$ cat config.mk
export PLATFORM = sky130hd
export DESIGN_NAME = apb_master
export DESIGN_NICKNAME = d
export VERILOG_FILES = /design/src/rtl/apb_master.sv
export SDC_FILE = /design/constraint.sdc
export NUM_CORES = 1
export LEC_CHECK = 0
export ABC_AREA = 0
export BUFFER_PORTS_ARGS = -buffer_cell sky130_fd_sc_hd__buf_4
export CAP_MARGIN = 15
export CORE_UTILIZATION = 45
export CTS_CLUSTER_DIAMETER = 30
export DETAILED_ROUTE_END_ITERATION = 6
export GPL_ROUTABILITY_DRIVEN = 0
export PLACE_DENSITY_LB_ADDON = 0.2
export SKIP_CTS_REPAIR_TIMING = 1
export SLEW_MARGIN = 20
export SYNTH_ARGS = -nofsm -noshare
export SYNTH_HDL_FRONTEND = slang
export SYNTH_SLANG_ARGS = --single-unit
export TNS_END_PERCENT = 5
$ cat constraint.sdc
create_clock -name PCLK -period 2.09 [get_ports PCLK]
set_input_delay 0.209 -clock PCLK [delete_from_list [all_inputs] [get_ports PCLK]]
set_output_delay 0.209 -clock PCLK [all_outputs]
set_load 0.1 [all_outputs]
$ cat src/rtl/apb_master.sv
// APB3 requester: accepts single-beat commands on a valid/ready port and issues
// one APB3 transfer per command, returning data/error on a one-cycle response strobe.
module apb_master #(
    parameter int ADDR_WIDTH = 5,
    parameter int DATA_WIDTH = 32,
    parameter int TIMEOUT    = 16
) (
    input  logic                  PCLK,
    input  logic                  PRESET,
    input  logic                  cmd_valid,
    output logic                  cmd_ready,
    input  logic                  cmd_write,
    input  logic [ADDR_WIDTH-1:0] cmd_addr,
    input  logic [DATA_WIDTH-1:0] cmd_wdata,
    output logic                  rsp_valid,
    output logic [DATA_WIDTH-1:0] rsp_rdata,
    output logic                  rsp_err,
    output logic                  rsp_timeout,
    output logic [ADDR_WIDTH-1:0] PADDR,
    output logic                  PSEL,
    output logic                  PENABLE,
    output logic                  PWRITE,
    output logic [DATA_WIDTH-1:0] PWDATA,
    input  logic [DATA_WIDTH-1:0] PRDATA,
    input  logic                  PREADY,
    input  logic                  PSLVERR
);

    // A 1-bit counter is kept when the timeout is disabled so widths stay legal.
    localparam bit              TIMEOUT_EN  = (TIMEOUT > 0);
    localparam int              CNT_W       = TIMEOUT_EN ? $clog2(TIMEOUT + 1) : 1;
    localparam logic [CNT_W-1:0] CNT_MAX    = '1;
    localparam logic [CNT_W-1:0] TIMEOUT_CNT = CNT_W'(TIMEOUT);

    typedef enum logic [1:0] {
        IDLE   = 2'd0,
        SETUP  = 2'd1,
        ACCESS = 2'd2
    } state_t;

    state_t                  state_q;
    logic [CNT_W-1:0]        cnt_q;
    logic [CNT_W-1:0]        cnt_d;
    logic                    timeout_hit;
    logic                    cmd_ready_q;
    logic                    psel_q;
    logic                    penable_q;
    logic                    pwrite_q;
    logic [ADDR_WIDTH-1:0]   paddr_q;
    logic [DATA_WIDTH-1:0]   pwdata_q;
    logic                    rsp_valid_q;
    logic [DATA_WIDTH-1:0]   rsp_rdata_q;
    logic                    rsp_err_q;
    logic                    rsp_timeout_q;

    // Saturating wait-state count as it would be after the current ACCESS cycle.
    always_comb begin
        cnt_d       = (cnt_q == CNT_MAX) ? cnt_q : cnt_q + 1'b1;
        timeout_hit = TIMEOUT_EN && (cnt_d == TIMEOUT_CNT);
    end

    always_ff @(posedge PCLK) begin
        if (PRESET) begin
            state_q       <= IDLE;
            cnt_q         <= '0;
            cmd_ready_q   <= 1'b1;
            psel_q        <= 1'b0;
            penable_q     <= 1'b0;
            pwrite_q      <= 1'b0;
            paddr_q       <= '0;
            pwdata_q      <= '0;
            rsp_valid_q   <= 1'b0;
            rsp_rdata_q   <= '0;
            rsp_err_q     <= 1'b0;
            rsp_timeout_q <= 1'b0;
        end else begin
            rsp_valid_q <= 1'b0;
            case (state_q)
                IDLE: begin
                    if (cmd_valid) begin
                        paddr_q     <= cmd_addr;
                        pwdata_q    <= cmd_wdata;
                        pwrite_q    <= cmd_write;
                        psel_q      <= 1'b1;
                        cmd_ready_q <= 1'b0;
                        cnt_q       <= '0;
                        state_q     <= SETUP;
                    end
                end
                SETUP: begin
                    penable_q <= 1'b1;
                    state_q   <= ACCESS;
                end
                ACCESS: begin
                    // PREADY is checked first so a completion on the limit cycle is not aborted.
                    if (PREADY) begin
                        psel_q        <= 1'b0;
                        penable_q     <= 1'b0;
                        cmd_ready_q   <= 1'b1;
                        state_q       <= IDLE;
                        rsp_valid_q   <= 1'b1;
                        rsp_err_q     <= PSLVERR;
                        rsp_timeout_q <= 1'b0;
                        rsp_rdata_q   <= pwrite_q ? '0 : PRDATA;
                    end else if (timeout_hit) begin
                        cnt_q         <= cnt_d;
                        psel_q        <= 1'b0;
                        penable_q     <= 1'b0;
                        cmd_ready_q   <= 1'b1;
                        state_q       <= IDLE;
                        rsp_valid_q   <= 1'b1;
                        rsp_err_q     <= 1'b1;
                        rsp_timeout_q <= 1'b1;
                        rsp_rdata_q   <= '0;
                    end else begin
                        cnt_q <= cnt_d;
                    end
                end
                default: begin
                    state_q     <= IDLE;
                    psel_q      <= 1'b0;
                    penable_q   <= 1'b0;
                    cmd_ready_q <= 1'b1;
                end
            endcase
        end
    end

    assign cmd_ready   = cmd_ready_q;
    assign PSEL        = psel_q;
    assign PENABLE     = penable_q;
    assign PWRITE      = pwrite_q;
    assign PADDR       = paddr_q;
    assign PWDATA      = pwdata_q;
    assign rsp_valid   = rsp_valid_q;
    assign rsp_rdata   = rsp_rdata_q;
    assign rsp_err     = rsp_err_q;
    assign rsp_timeout = rsp_timeout_q;

endmodule

==> flow_metrics.py <==
metrics = {
    "yosys": {
        "yosysWarnings": 0,
        "synth_edf_count": 0,
        "ys_ff_latch": 83,
        "synthCells": 318,
        "avgSynthCellArea_sq_um": 9.35,
        "synth.distinct_cells": 37,
        "synth_flop_cell": "dfxtp_1",
        "syn_area_sq_mm": 0.00297,
        "ys_async_sr_fraction_pct": 0,
        "syn-num-nets": 394,
        "synth-seq-area-share_pct": 55.9,
    },
    "sta": {
        "setup_viol": 0,
        "tns_ps": 0,
        "period_share_pct": 94.0,
        "slew_viol_final": 0,
        "relSlewSlack_pct": 59.7,
        "max_freq_mhz": 509,
        "rsz0062_at_grt": "false",
        "hold_viol": 0,
        "fin_skew_ps": 12.2,
        "min_period_ps": 1960,
        "worstMarginPinSlew_ps": 604,
        "finalWorstSetupSlack_ps": 126,
    },
    "die": {
        "fp.dieW_microns": 83.3,
        "coreArea_sq_mm": 0.00635,
        "io_pins": 151,
        "fp-row-count": 29,
        "dieHeight_microns": 83.3,
        "die_area_sq_mm": 0.00694,
        "start_util_pct": 46.8,
    },
    "grt": {
        "busiest_layer": "met2",
        "antenna_found_initial": 0,
        "grt_usage_pct": 21.0,
        "use_met1_pct": 29.0,
        "grt_util_met3_pct": 6.56,
        "grt_pass1_wl_microns": 11900,
        "grt_overflow": 0,
        "grt_max_degree": 40,
        "grt_pass1_vias": 2516,
        "use_met2_pct": 30.5,
    },
    "clock_network": {
        "htreeDepth": 3,
        "clkTransAtPathRegs_ps": 80,
        "cts_buffer_depth": 2,
        "cts_buffers": 9,
        "cts_tree": "yes",
        "root_buffer": "clkbuf_8",
        "clock-sinks": 83,
        "clk_latency_ps": 340,
    },
    "critical_path": {
        "worstSetupPathType": "reg2reg",
        "setup.worst_path.end_class": "flip-flop",
        "r2r_end": "rsp_rdata[2]",
        "cp_cell_sequence": "ha_1, nand3_1, or3_1, o211ai_2, a31oi_4, buf_12, a22o_2",
        "cp.arrival_ps": 2190,
        "slowest_stage": "dfxtp_1",
        "rrSetupSlack_ps": 130,
        "cpPeakStageDelay_ps": 400,
        "start_kind": "flip-flop",
        "cp.required_ps": 2320,
        "ff2ff_path_depth": 7,
        "r2r_start": "cnt_q[1]",
        "worstPathMaxFanout": 32,
    },
    "finish": {
        "fin_cells": 547,
        "diodes": 0,
        "drive_gt1_share_pct": 40.9,
        "area_delta_synth_final_pct": 47.2,
        "layout.nets": 541,
    },
    "run_status": {
        "outcome": "finished, final reports clean",
    },
    "route": {
        "drt-initial-drc-count": 70,
        "num_vias": 2735,
        "drc": 0,
        "viasPerCell": 5.00,
        "dr.pass1.iters": 4,
        "drt_wl_total_microns": 7350,
        "ant_nets": 0,
        "route.detailed.wl_per_inst_microns": 13.4,
    },
    "pwr": {
        "power.leakage_nw": 2.01,
        "max-vdd-ir-drop_mv": 0.546,
        "p_per_area_mw_per_mm2": 876,
    },
    "hold_path": {
        "hold_end": "rsp_timeout",
        "min_from": "PREADY",
        "min_path_type": "in2reg",
        "min_path_cells": 2,
    },
    "flow_run": {
        "maxCapViolCount": 0,
    },
    "placement": {
        "dp.cells": 531,
        "dp_hpwl_microns": 5180,
        "portBuffers": 150,
        "dp_slack_ps": 131,
    },
}
layout make-up:
| type | instances | area (sq um) |
|---|---|---|
| Clock buffer | 10 | 138 |
| Inverter | 2 | 7.51 |
| Sequential cell | 83 | 1660 |
| Tap cell | 77 | 96.3 |
| Clock inverter | 6 | 65.1 |
| Timing Repair Buffer | 157 | 1200 |
| Multi-Input combinational cell | 212 | 1210 |
| Fill cell | 519 | 1970 |
cells in the mapped netlist, drive strengths merged (3+ instances only):
| master | n | area [sq um] |
|---|---|---|
| dfxtp | 83 | 1660 |
| a21oi | 44 | 220 |
| nand2 | 83 | 312 |
| o21ai | 3 | 15.0 |
| clkbuf | 17 | 63.8 |
| a31oi | 4 | 40.0 |
| nand2b | 4 | 32.5 |
| a22o | 32 | 294 |
| buf | 4 | 38.8 |
| nor3 | 4 | 20.0 |
| nor2 | 12 | 45.0 |
where the power goes:
| part | switching, mW | total, mW | internal, mW |
|---|---|---|---|
| Combinational | 0.718 | 0.982 | 0.264 |
| Clock | 0.565 | 1.15 | 0.585 |
| Sequential | 0.0448 | 1.70 | 1.66 |
metal layers:
layer	vias to the layer above	share of wire, %
met5	-	0
met4	0	1.4
met2	118	44
met1	1223	45
met3	9	9.7
li1	1385	-
cells by family (layout without fill, tap and decap cells):
group	count (synthesis)	count (layout)	synth area share [%]
AOI/OAI and AO/OA	92	92	21.7
adders and majority gates	1	1	0.421
buffers and inverters	23	175	3.70
DFF	83	83	55.9
muxes	3	3	1.18
and+or+nand+nor	116	116	17.1
cells in the final DEF, fill, tap and decap left out, types with 2 or more instances in the layout:
cell	instances
clkbuf_8	10
a31oi_1	3
buf_12	2
clkinv_4	2
nand3_1	2
nor2_1	12
mux2i_1	2
clkinv_2	2
a21o_1	2
buf_4	155
nand2_1	83
dfxtp_1	83
a21oi_1	44
o21ai_0	3
inv_1	2
nor3b_1	2
nor3_1	3
or3_1	2
a22o_1	21
nand2b_1	3
a22o_2	11
stage by stage:
| stage | hold WS, ps | instance area, sq um | power [mW] | util [%] |
|---|---|---|---|---|
| after global routing | 73.6 | 4380 | 3.99 | 69.0 |
| after CTS | 68.6 | 4380 | 3.87 | 69.0 |
| after detailed placement | 430 | 4180 | 2.72 | 65.8 |
| after floorplan | 306 | 2970 | 2.45 | - |
| final | 84.0 | 4380 | 3.83 | 69.0 |
| after global placement | 425 | 4180 | 2.72 | 65.8 |
critical path, delay by kind of cell (launching register included):
| kind | cells | cell delay [ps] |
|---|---|---|
| adders and majority gates | 1 | 330 |
| DFF | 1 | 400 |
| buffers and inverters | 1 | 180 |
| AOI/OAI and AO/OA | 3 | 470 |
| and+or+nand+nor | 2 | 480 |
how the worst max path moves through the flow:
stage               startpoint       endpoint  slack [ps]  depth (start not counted)
floorplan             cnt_q[0]  rsp_rdata[11]         240                          7
global placement      cnt_q[1]   rsp_rdata[2]         200                          7
detailed placement    cnt_q[1]  rsp_rdata[22]         130                          7
CTS                   cnt_q[1]  rsp_rdata[22]         120                          7
global route          cnt_q[1]   rsp_rdata[2]          10                          7
finish                cnt_q[1]   rsp_rdata[2]         130                          7
sequential cells by signal, indices dropped and copies added, names as in the netlist, 2 cells and up:
name       count
state_q        2
PWDATA        32
rsp_rdata     32
PADDR          5
cnt_q          5
(Power assumes the default switching activity.)
